**config.mk**
```make
export PLATFORM = sky130hd
export DESIGN_NAME = ntt_sched_ctrl_flat
export DESIGN_NICKNAME = d
export VERILOG_FILES = /design/src/rtl/ntt_sched_pkg.sv /design/src/rtl/ntt_sched_ctrl_if.sv /design/src/rtl/sched_cycle_cnt.sv /design/src/rtl/ntt_sched_ctrl.sv /design/src/flat_wrapper.sv
export SDC_FILE = /design/constraint.sdc
export NUM_CORES = 1
export LEC_CHECK = 0
export CAP_MARGIN = 20
export CORE_MARGIN = 2
export CORE_UTILIZATION = 62
export CTS_BUF_LIST = sky130_fd_sc_hd__clkbuf_8
export CTS_CLUSTER_DIAMETER = 50
export DETAILED_ROUTE_END_ITERATION = 16
export GPL_TIMING_DRIVEN = 0
export MAX_ROUTING_LAYER = met4
export PLACE_DENSITY_LB_ADDON = 0.15
export SYNTH_ARGS = -nofsm -noshare
export SYNTH_HDL_FRONTEND = slang
export SYNTH_SLANG_ARGS = --single-unit
```
**constraint.sdc**
```tcl
create_clock -name clk -period 4.8 [get_ports clk]
set_input_delay 0.48 -clock clk [delete_from_list [all_inputs] [get_ports clk]]
set_output_delay 0.48 -clock clk [all_outputs]
set_load 0.05 [all_outputs]
```
**src/rtl/ntt_sched_pkg.sv**
```systemverilog
// ntt_sched_pkg: mode codes, state encoding and default sizing shared by the NTT
// phase sequencer, its address generator and the host wrapper.
package ntt_sched_pkg;

  localparam int N_LAYERS_DEF    = 8;
  localparam int LAYER_W_DEF     = 4;
  localparam int IO_CYCLES_DEF   = 516;
  localparam int CYC_W_DEF       = 12;
  localparam int WDOG_CYCLES_DEF = 4096;

  typedef enum logic [1:0] {
    MODE_NTT  = 2'b00,
    MODE_INTT = 2'b01,
    MODE_IN   = 2'b10,
    MODE_OUT  = 2'b11
  } mode_t;

  typedef enum logic [2:0] {
    ST_IDLE   = 3'd0,
    ST_LOAD   = 3'd1,
    ST_RUN    = 3'd2,
    ST_UNLOAD = 3'd3,
    ST_ERR    = 3'd4
  } state_t;

  function automatic mode_t run_mode(input logic inv);
    if (inv) begin
      return MODE_INTT;
    end else begin
      return MODE_NTT;
    end
  endfunction

endpackage

```
**src/rtl/ntt_sched_ctrl_if.sv**
```systemverilog
// ntt_sched_ctrl_if: host/generator handshake bundle of the NTT phase sequencer.
// master = host wrapper + generator side, slave = the sequencer.
interface ntt_sched_ctrl_if #(
  parameter int LAYER_W = ntt_sched_pkg::LAYER_W_DEF
);
  import ntt_sched_pkg::*;

  logic               start;
  logic               inv;
  logic               abort;
  logic               ag_done;
  mode_t              mode;
  logic               newloop;
  logic [LAYER_W-1:0] layer;
  logic               busy;
  logic               done;
  logic               err;

  modport master (
    output start, inv, abort, ag_done,
    input  mode, newloop, layer, busy, done, err
  );

  modport slave (
    input  start, inv, abort, ag_done,
    output mode, newloop, layer, busy, done, err
  );

endinterface

```
**src/rtl/sched_cycle_cnt.sv**
```systemverilog
// sched_cycle_cnt: clearable, enabled, saturating cycle counter with a terminal-count
// flag against a run-time limit; times IN/OUT phases and the per-layer watchdog.
module sched_cycle_cnt #(
  parameter int CYC_W = 12
) (
  input  logic             clk,
  input  logic             rst,
  input  logic             clr,
  input  logic             en,
  input  logic [CYC_W-1:0] limit,
  output logic             tc
);

  logic [CYC_W-1:0] cnt_r;

  assign tc = (cnt_r >= limit);

  // counter register: clear wins, then count up and stop at the limit
  always_ff @(posedge clk or posedge rst) begin
    if (rst) begin
      cnt_r <= {CYC_W{1'b0}};
    end else if (clr) begin
      cnt_r <= {CYC_W{1'b0}};
    end else if (en && !tc) begin
      cnt_r <= cnt_r + {{(CYC_W-1){1'b0}}, 1'b1};
    end else begin
      cnt_r <= cnt_r;
    end
  end

endmodule

```
**src/rtl/ntt_sched_ctrl.sv**
```systemverilog
// ntt_sched_ctrl: sequences the NTT address generator through IN, N_LAYERS butterfly
// layers and OUT per transform. Optional layer watchdog / ERR state: SCHED_WDOG_EN.
module ntt_sched_ctrl
  import ntt_sched_pkg::*;
#(
  parameter int N_LAYERS    = N_LAYERS_DEF,
  parameter int LAYER_W     = LAYER_W_DEF,
  parameter int IO_CYCLES   = IO_CYCLES_DEF,
  parameter int CYC_W       = CYC_W_DEF,
  parameter int WDOG_CYCLES = WDOG_CYCLES_DEF
) (
  input  logic            clk,
  input  logic            rst,
  ntt_sched_ctrl_if.slave bus
);

  localparam logic [LAYER_W-1:0] LAST_LAYER = LAYER_W'(N_LAYERS - 32'sd1);
  localparam logic [CYC_W-1:0]   IO_LAST    = CYC_W'(IO_CYCLES - 32'sd1);
  localparam logic [CYC_W-1:0]   WDOG_LAST  = CYC_W'(WDOG_CYCLES - 32'sd1);

  state_t             state_r, state_s;
  mode_t              mode_r, mode_s;
  logic               newloop_r, newloop_s;
  logic [LAYER_W-1:0] layer_r, layer_s;
  logic               busy_r, busy_s;
  logic               done_r, done_s;
  logic               err_r, err_s;
  logic               inv_q_r, inv_q_s;

  logic               cyc_tc_s;
  logic               cnt_en_s;
  logic [CYC_W-1:0]   cnt_limit_s;
  logic               active_s;
  logic               ag_qual_s;
  logic               last_layer_s;
  logic               abort_go_s;
  logic               start_go_s;
  logic               load_end_s;
  logic               layer_adv_s;
  logic               run_end_s;
  logic               unload_end_s;
  logic               wdog_trip_s;

  assign active_s     = (state_r == ST_LOAD) || (state_r == ST_RUN) || (state_r == ST_UNLOAD);
  // the generator drops ctr_sig one edge after newloop, so the flag is stale in that cycle
  assign ag_qual_s    = bus.ag_done && !newloop_r;
  assign last_layer_s = (layer_r == LAST_LAYER);
  assign abort_go_s   = bus.abort && active_s;

`ifdef SCHED_WDOG_EN
  assign start_go_s  = bus.start && !bus.abort && ((state_r == ST_IDLE) || (state_r == ST_ERR));
  assign wdog_trip_s = (state_r == ST_RUN) && cyc_tc_s && !ag_qual_s;
  assign cnt_en_s    = active_s;
`else
  assign start_go_s  = bus.start && !bus.abort && (state_r == ST_IDLE);
  assign wdog_trip_s = 1'b0;
  assign cnt_en_s    = (state_r == ST_LOAD) || (state_r == ST_UNLOAD);
`endif

  assign load_end_s   = (state_r == ST_LOAD) && cyc_tc_s;
  assign layer_adv_s  = (state_r == ST_RUN) && ag_qual_s && !last_layer_s;
  assign run_end_s    = (state_r == ST_RUN) && ag_qual_s && last_layer_s;
  assign unload_end_s = (state_r == ST_UNLOAD) && cyc_tc_s;
  assign cnt_limit_s  = (state_r == ST_RUN) ? WDOG_LAST : IO_LAST;

  // every newloop restarts the phase/watchdog count
  sched_cycle_cnt #(
    .CYC_W (CYC_W)
  ) u_cyc (
    .clk   (clk),
    .rst   (rst),
    .clr   (newloop_s),
    .en    (cnt_en_s),
    .limit (cnt_limit_s),
    .tc    (cyc_tc_s)
  );

  // FSM state register
  always_ff @(posedge clk or posedge rst) begin
    if (rst) begin
      state_r <= ST_IDLE;
    end else begin
      state_r <= state_s;
    end
  end

  // FSM next-state logic
  always_comb begin
    state_s = state_r;
    case (state_r)
      ST_IDLE: begin
        if (start_go_s) state_s = ST_LOAD;
        else            state_s = ST_IDLE;
      end
      ST_LOAD: begin
        if (abort_go_s)      state_s = ST_IDLE;
        else if (load_end_s) state_s = ST_RUN;
        else                 state_s = ST_LOAD;
      end
      ST_RUN: begin
        if (abort_go_s)       state_s = ST_IDLE;
        else if (run_end_s)   state_s = ST_UNLOAD;
        else if (wdog_trip_s) state_s = ST_ERR;
        else                  state_s = ST_RUN;
      end
      ST_UNLOAD: begin
        if (abort_go_s || unload_end_s) state_s = ST_IDLE;
        else                            state_s = ST_UNLOAD;
      end
      ST_ERR: begin
`ifdef SCHED_WDOG_EN
        if (start_go_s) state_s = ST_LOAD;
        else            state_s = ST_ERR;
`else
        state_s = ST_IDLE;
`endif
      end
      default: state_s = ST_IDLE;
    endcase
  end

  // FSM output logic: next values of the registered outputs, one event per cycle
  always_comb begin
    mode_s    = mode_r;
    newloop_s = 1'b0;
    layer_s   = layer_r;
    busy_s    = busy_r;
    done_s    = 1'b0;
    err_s     = err_r;
    inv_q_s   = inv_q_r;
    if (abort_go_s) begin
      mode_s    = MODE_IN;
      newloop_s = 1'b1;
      layer_s   = {LAYER_W{1'b0}};
      busy_s    = 1'b0;
    end else if (start_go_s) begin
      mode_s    = MODE_IN;
      newloop_s = 1'b1;
      busy_s    = 1'b1;
      err_s     = 1'b0;
      inv_q_s   = bus.inv;
    end else if (load_end_s) begin
      mode_s    = run_mode(inv_q_r);
      newloop_s = 1'b1;
      layer_s   = {LAYER_W{1'b0}};
    end else if (layer_adv_s) begin
      newloop_s = 1'b1;
      layer_s   = layer_r + {{(LAYER_W-1){1'b0}}, 1'b1};
    end else if (run_end_s) begin
      mode_s    = MODE_OUT;
      newloop_s = 1'b1;
    end else if (unload_end_s) begin
      done_s    = 1'b1;
      busy_s    = 1'b0;
    end else if (wdog_trip_s) begin
      mode_s    = MODE_IN;
      newloop_s = 1'b1;
      busy_s    = 1'b0;
      err_s     = 1'b1;
    end else begin
      newloop_s = 1'b0;
      done_s    = 1'b0;
    end
  end

  // output registers
  always_ff @(posedge clk or posedge rst) begin
    if (rst) begin
      mode_r    <= MODE_IN;
      newloop_r <= 1'b0;
      layer_r   <= {LAYER_W{1'b0}};
      busy_r    <= 1'b0;
      done_r    <= 1'b0;
      err_r     <= 1'b0;
      inv_q_r   <= 1'b0;
    end else begin
      mode_r    <= mode_s;
      newloop_r <= newloop_s;
      layer_r   <= layer_s;
      busy_r    <= busy_s;
      done_r    <= done_s;
      err_r     <= err_s;
      inv_q_r   <= inv_q_s;
    end
  end

  assign bus.mode    = mode_r;
  assign bus.newloop = newloop_r;
  assign bus.layer   = layer_r;
  assign bus.busy    = busy_r;
  assign bus.done    = done_r;
  assign bus.err     = err_r;

endmodule
```
**src/flat_wrapper.sv**
```systemverilog
// flat-port wrapper written by rule: the top's interface ports become plain ports
module ntt_sched_ctrl_flat import ntt_sched_pkg::*;
#(
  parameter int N_LAYERS    = N_LAYERS_DEF,
  parameter int LAYER_W     = LAYER_W_DEF,
  parameter int IO_CYCLES   = IO_CYCLES_DEF,
  parameter int CYC_W       = CYC_W_DEF,
  parameter int WDOG_CYCLES = WDOG_CYCLES_DEF
)
  (clk, rst, bus_start, bus_inv, bus_abort, bus_ag_done, bus_mode, bus_newloop, bus_layer, bus_busy, bus_done, bus_err);
  ntt_sched_ctrl_if #(.LAYER_W(LAYER_W)) bus_i ();
  input  logic clk;
  input  logic rst;
  input wire logic [$bits(bus_i.start)-1:0] bus_start;
  input wire logic [$bits(bus_i.inv)-1:0] bus_inv;
  input wire logic [$bits(bus_i.abort)-1:0] bus_abort;
  input wire logic [$bits(bus_i.ag_done)-1:0] bus_ag_done;
  output wire logic [$bits(bus_i.mode)-1:0] bus_mode;
  output wire logic [$bits(bus_i.newloop)-1:0] bus_newloop;
  output wire logic [$bits(bus_i.layer)-1:0] bus_layer;
  output wire logic [$bits(bus_i.busy)-1:0] bus_busy;
  output wire logic [$bits(bus_i.done)-1:0] bus_done;
  output wire logic [$bits(bus_i.err)-1:0] bus_err;
  assign bus_i.start = bus_start;
  assign bus_i.inv = bus_inv;
  assign bus_i.abort = bus_abort;
  assign bus_i.ag_done = bus_ag_done;
  assign bus_mode = bus_i.mode;
  assign bus_newloop = bus_i.newloop;
  assign bus_layer = bus_i.layer;
  assign bus_busy = bus_i.busy;
  assign bus_done = bus_i.done;
  assign bus_err = bus_i.err;
  ntt_sched_ctrl #(.N_LAYERS(N_LAYERS), .LAYER_W(LAYER_W), .IO_CYCLES(IO_CYCLES), .CYC_W(CYC_W), .WDOG_CYCLES(WDOG_CYCLES)) u_core (.clk(clk), .rst(rst), .bus(bus_i));
endmodule
```
==> results of run 1 <==
==> worst max-delay path: cells and delay by family, from the launching register on <==
family | cells | cell delay (ns)
adder cells (fa/ha/maj) | 1 | 0.43
AND/OR/NAND/NOR | 2 | 0.77
buffers and inverters | 1 | 0.24
AO/OA/AOI/OAI | 4 | 0.86
flip-flops | 1 | 0.47
==> routing by layer <==
| layer | track usage, % | wire (um) | vias up |
|---|---|---|---|
| met5 | - | 0 | - |
| met4 | 12.8 | 56 | 0 |
| met3 | 4.00 | 214 | 9 |
| met2 | 45.8 | 1600 | 64 |
| met1 | 40.2 | 1500 | 599 |
| li1 | - | - | 610 |
==> placed cells by master, fill, tap and decap left out, drive strengths merged, types with 2 or more instances in the layout <==
cell | netlist | final
dfrtp | 23 | 23
a21oi | 17 | 17
clkdlybuf4s50 | 0 | 14
nand2 | 13 | 13
ha | 11 | 11
o21ai | 10 | 10
nand3 | 8 | 8
inv | 6 | 6
nor3 | 6 | 6
or3 | 6 | 6
nor2 | 4 | 4
o31ai | 4 | 4
or4 | 4 | 4
clkbuf | 1 | 4
a41o | 3 | 3
xor2 | 3 | 3
buf | 3 | 3
and4 | 2 | 2
or2 | 2 | 2
and2 | 2 | 2
a311oi | 2 | 2
nor4 | 2 | 2
a211oi | 2 | 2
nand4 | 2 | 2
o2111ai | 2 | 2
==> registers in the layout (all words and copies together) (netlist names) <==
signal	flops
u_core.bus.done	1
u_core.bus.busy	1
u_core.bus.mode	2
u_core.bus.layer	4
u_core.inv_q_r	1
u_core.state_r	2
u_core.u_cyc.cnt_r	12
u_core.bus.newloop	1
==> how the worst min path moves through the flow <==
stage / end / cells after the start
floorplan: u_core.bus.busy / 1
global route: u_core.bus.mode[0] / 2
global placement: u_core.bus.mode[0] / 2
finish: u_core.bus.mode[0] / 2
detailed placement: u_core.bus.mode[0] / 2
CTS: u_core.bus.mode[0] / 2
==> cell families (layout without fill, tap and decap cells) <==
group | count (synthesis) | count (layout) | share of synthesized area, %
AOI/OAI and AO/OA | 47 | 47 | 23.8
and+or+nand+nor | 54 | 54 | 20.6
xor gates and xnor gates | 3 | 3 | 1.79
buffers and inverters | 10 | 28 | 3.15
other | 1 | 1 | 0.256
adders and majority gates | 11 | 11 | 9.38
DFF | 24 | 24 | 41.0
==> layout make-up <==
type / count / area share (%)
Multi-Input combinational cell: 116 / 47.8
Clock inverter: 1 / 1.75
Inverter: 6 / 1.31
Sequential cell: 24 / 35.1
Clock buffer: 3 / 2.41
Tap cell: 28 / 2.04
Buffer: 4 / 1.39
Timing Repair Buffer: 14 / 8.18
==> power groups by stage <==
stage / Sequential [mW] / Combinational [mW] / Clock, mW
global placement: 0.226 / 0.0653 / 0
CTS: 0.222 / 0.0688 / 0.181
detailed placement: 0.226 / 0.0677 / 0
finish: 0.222 / 0.0692 / 0.180
global route: 0.223 / 0.0780 / 0.186
floorplan: 0.234 / 0.0374 / 0
==> run_results.csv, run 1 <==
group,metric,value,unit
status,status,"completed",
worst_setup_path,worstSetupEndpointType,"register",
die,die_w,52.7,um
routing,ant_nets,0,
timing,hold_viol_final,0,
final_layout,final_util,76.8,%
power_and_ir_drop,intPower,0.348,mW
final_layout,multi_input_area,820,um^2
worst_setup_path,critPathLaunchType,"register",
final_layout,drive_gt1_share,11.9,%
die,die_y,52.7,um
global_route,grt_usage,30.0,%
yosys,seq_area_frac_synth,41.0,%
global_route,grt_pass1_wl,5940,um
worst_setup_path,crit_chain,"nand2b_1 -> ha_1 -> a31o_1 -> a21oi_4 -> o2111ai_4 -> buf_2 -> or3_1 -> a21oi_2",
routing,wirelength,3380,um
placement,dpl_cell_area,0.00164,mm^2
power_and_ir_drop,leakage,0.703,nW
timing,period_needed,2.85,ns
cts,clockBufferDepth,2,
power_and_ir_drop,power_frac_seq,47.2,%
power_and_ir_drop,pwr-share-comb,14.7,%
die,die_area,0.00277,mm^2
cts,cts.repair.resized,0,
cts,clk_pin_slew,0.09,ns
yosys,synthArstFlopShare,100,%
power_and_ir_drop,fin_total_pwr,0.471,mW
worst_hold_path,hold_class,"reg -> reg",
final_layout,fin_nets,186,
final_layout,seq_area,602,um^2
power_and_ir_drop,p_per_area,275,mW/mm^2
timing,rsz0062_at_grt,"false",
yosys,syn-cell-area,0.00147,mm^2
worst_setup_path,rr_endpoint,"u_core.u_cyc.cnt_r[8]",
final_layout,fin_cells,196,
die,start_util,65.7,%
worst_setup_path,critPathArrivalTime,3.05,ns
power_and_ir_drop,switchingPower,0.123,mW
final_layout,fin_area,0.00171,mm^2
yosys,ys.flop_type,"dfrtp_1",
yosys,synth_top_cell_area_share,39.2,%
yosys,synth.most_common_cell,"dfrtp_1",
worst_setup_path,r2r_slack,1.95,ns
timing,setup_ws,1.95,ns
timing,fin_worst_skew,0.00501,ns
worst_setup_path,cpPeakStageDelay,0.47,ns
cts,cts_tree,"yes",
global_route,grt_pass1_vias,1285,
die,core-area,0.00223,mm^2
routing,viasPerCell,6.54,
placement,io_buffers,14,
routing,firstDrtPassIters,4,
yosys,synth_nets,167,
routing,drcViolationCount,0,
worst_setup_path,cp_max_fo,11,
cts,clockRootBuffer,"clkbuf_8",
run,maxCapViolations,0,
timing,finalCritPeriodShare,59.4,%
timing,fin_setup_tns,0,ns
routing,avgRoutedWirePerCell,17.2,um
cts,htree_levels,1,
worst_setup_path,crit_slowest_cell,"dfrtp_1",
yosys,synth_common_cells,"dfrtp_1 (23), a21oi_1 (14), nand2_1 (13), ha_1 (11), o21ai_0 (9)",
worst_setup_path,path_class,"reg -> reg",
yosys,yosys_register_bits,24,
worst_hold_path,hp-start,"u_core.inv_q_r",
worst_setup_path,critPathCapture,"u_core.u_cyc.cnt_r[8]",
power_and_ir_drop,p_sw_share,26.1,%
cts,cts_buffers,3,
placement,dp_hpwl,2370,um
cts,cts_setup_buffers,0,
power_and_ir_drop,ir_drop,0.000251,V
timing,worst_pin_slew,0.887,ns
routing,drt_iter0_drc,53,
yosys,ys_types,43,
worst_setup_path,cp_data_required_time,5.00,ns
timing,max-slew-margin-rel,40.8,%
worst_setup_path,cp-startpoint,"u_core.state_r[0]",
global_route,grt_max_degree,25,
cts,cts.sinks,24,
timing,setup_violations,0,
routing,vias,1282,
placement,dpl_worst_slack,2.06,ns
yosys,synth_area_leaders,"dfrtp_1 (39%), ha_1 (9.4%), a21oi_1 (4.8%), nand2_1 (3.3%), o21ai_0 (3.1%)",
timing,holdWs,0.547,ns
final_layout,diodes,0,
worst_setup_path,r2r-start,"u_core.state_r[0]",
timing,max_freq,351,MHz
timing,slew_viol_final,0,
die,ioPinCount,16,
cts,worstSkewPairLatency,0.27,ns
power_and_ir_drop,pwr-share-clk,38.1,%
die,row_count,17,
placement,dpl.cell_count,192,
yosys,yosys_warnings,0,
global_route,antenna_found_initial,0,
yosys,synth_area_per_cell,9.78,um^2
yosys,synth_edf_count,0,
yosys,synth_cells,150,
yosys,synth.largest_area_cell,"dfrtp_1",
final_layout,syn2layout_area_growth,16.8,%
final_layout,fillCellCount,155,
cts,holdBufCountCts,0,
worst_setup_path,rr_worst_depth,8,
global_route,overflow,0,
placement,finalWeightedCongestion,0.832,
(Power assumes the default switching activity.)
==> run 2: changes to the inputs <==
- CORE_UTILIZATION: 62 -> 52
- clock period: 4.8 -> 2.5 ns (I/O delays scaled with it)
==> run 2 against run 1 <==
Compared with the run above: worst setup slack got worse by 1.9 ns; wire length increased by 11%; critical endpoint is now u_core.u_cyc.cnt_r[7]; combinational power up 120%.
==> run_results.csv, run 2 (synthesis results as in run 1) <==
group,metric,value,unit
power_and_ir_drop,leakage,0.743,nW
die,core-area,0.00271,mm^2
cts,clk_pin_slew,0.09,ns
power_and_ir_drop,p_sw_share,29.3,%
power_and_ir_drop,pwr-share-comb,18.3,%
timing,max-slew-margin-rel,37.5,%
placement,dp_hpwl,2360,um
final_layout,drive_gt1_share,22.6,%
placement,dpl_cell_area,0.00165,mm^2
timing,worst_pin_slew,0.937,ns
power_and_ir_drop,power_frac_seq,52.7,%
timing,setup_violations,0,
final_layout,final_common_cell,"dfrtp_1",
routing,drcViolationCount,0,
final_layout,fin_nets,195,
cts,holdBufCountCts,0,
power_and_ir_drop,p_per_area,432,mW/mm^2
worst_setup_path,path_class,"reg -> reg",
worst_setup_path,worstSetupEndpointType,"register",
routing,drt_iter0_drc,99,
die,die_y,57.1,um
routing,vias,1322,
power_and_ir_drop,intPower,0.574,mW
power_and_ir_drop,switchingPower,0.237,mW
final_layout,syn2layout_area_growth,28.0,%
cts,clockBufferDepth,2,
placement,dpl_worst_slack,-0.277,ns
placement,io_buffers,14,
timing,fin_setup_tns,0,ns
worst_setup_path,rr_endpoint,"u_core.u_cyc.cnt_r[7]",
final_layout,largest_register_ffs,12,
timing,hold_viol_final,0,
final_layout,final_util,69.3,%
worst_setup_path,cp_data_required_time,2.69,ns
global_route,antenna_found_initial,0,
routing,wirelength,3740,um
worst_setup_path,cp_max_fo,6,
cts,htree_levels,1,
die,die_w,57.1,um
worst_setup_path,critPathCapture,"u_core.u_cyc.cnt_r[7]",
routing,viasPerCell,6.36,
final_layout,top_register,"u_core.u_cyc.cnt_r",
global_route,grt_max_degree,25,
timing,period_needed,2.41,ns
global_route,overflow,0,
worst_setup_path,critPathArrivalTime,2.60,ns
routing,avgRoutedWirePerCell,18.0,um
power_and_ir_drop,ir_drop,0.000310,V
die,ioPinCount,16,
die,row_count,19,
timing,slew_viol_final,0,
worst_setup_path,cp-startpoint,"u_core.state_r[0]",
global_route,grt_usage,23.7,%
die,die_area,0.00326,mm^2
global_route,grt_pass1_vias,1309,
cts,worstSkewPairLatency,0.26,ns
final_layout,fin_area,0.00188,mm^2
cts,clockRootBuffer,"clkbuf_8",
timing,max_freq,415,MHz
die,start_util,54.2,%
global_route,grt_pass1_wl,5930,um
timing,finalCritPeriodShare,96.4,%
power_and_ir_drop,pwr-share-clk,29.0,%
placement,finalWeightedCongestion,0.808,
worst_setup_path,rr_worst_depth,7,
power_and_ir_drop,fin_total_pwr,0.811,mW
timing,fin_worst_skew,0.00577,ns
routing,firstDrtPassIters,6,
cts,cts_tree,"yes",
status,status,"completed",
worst_setup_path,critPathLaunchType,"register",
final_layout,diodes,0,
final_layout,mostFrequentLayoutCells,"dfrtp_1 (21), a21oi_1 (14), clkdlybuf4s50_1 (14)",
worst_setup_path,r2r-start,"u_core.state_r[0]",
worst_hold_path,hold_class,"in -> async",
worst_setup_path,r2r_slack,0.09,ns
cts,cts.sinks,24,
timing,setup_ws,0.0904,ns
run,maxCapViolations,0,
final_layout,fillCellCount,207,
cts,cts_buffers,3,
routing,ant_nets,0,
## run 2: changes by cell type in the layout (fill, tap and decap cells not counted), sizes merged
cell | before | now
nand2b | 1 | 2
o2111ai | 2 | 3
inv | 6 | 7
buf | 3 | 10
bufinv | 1 | 0
## run 2: critical path: stages (launching register included)
cell	delay, ns
dfrtp_2	0.44
nand2b_4	0.22
ha_4	0.25
a41o_1	0.27
a21oi_4	0.23
o2111ai_4	0.22
or4_4	0.54
a21oi_1	0.16
## run 2: per-stage QoR
stage	cells	hold WS, ns
after floorplan	150	0.264
after global placement	195	0.526
after detailed placement	195	0.530
after CTS	202	0.516
after global routing	208	0.562
final	208	0.484
## run 2: final cells by class
type / count / area (um^2) / area share, %
plain buffers: 4 / 30.0 / 1.60
clock buffers: 3 / 41.3 / 2.20
clock inverters: 1 / 3.75 / 0.200
well taps: 31 / 38.8 / 2.06
flip-flops and latches: 24 / 604 / 32.2
multi-input cells: 118 / 948 / 50.5
repair buffers: 21 / 190 / 10.1
inverters: 6 / 22.5 / 1.20
## run 2: power groups by stage
stage | registers [mW] | logic, mW | clock network (mW)
final | 0.427 | 0.149 | 0.235
after global routing | 0.430 | 0.161 | 0.254
after CTS | 0.428 | 0.136 | 0.240
after detailed placement | 0.435 | 0.130 | 0
after global placement | 0.434 | 0.126 | 0
after floorplan | 0.449 | 0.0717 | 0
## run 2: layer usage
| metal | wire length, um | global-route usage (%) | up-vias | part of all wire, % |
|---|---|---|---|---|
| met5 | 0 | - | - | 0 |
| met4 | 70 | 10.6 | 0 | 1.9 |
| met3 | 120 | 4.31 | 8 | 3.2 |
| met2 | 1910 | 36.8 | 38 | 51 |
| met1 | 1640 | 30.2 | 644 | 44 |
| li1 | - | - | 632 | - |
## run 2: what timing repair did
| action | 4_1_cts | 5_1_grt |
|---|---|---|
| setup buffers | 2 | 4 |
| gates cloned | 1 | 2 |
| gates resized for setup | 9 | 8 |
| endpoints found under the setup margin | 20 | 20 |
| pin swaps | 3 | 2 |
## run 2: worst min path at each step
| stage | start | endpoint |
|---|---|---|
| final | rst | u_core.bus.busy |
| after floorplan | rst | u_core.bus.busy |
| after global routing | bus_inv | u_core.inv_q_r |
| after detailed placement | u_core.inv_q_r | u_core.bus.mode[0] |
| after CTS | rst | u_core.bus.busy |
| after global placement | u_core.inv_q_r | u_core.bus.mode[0] |
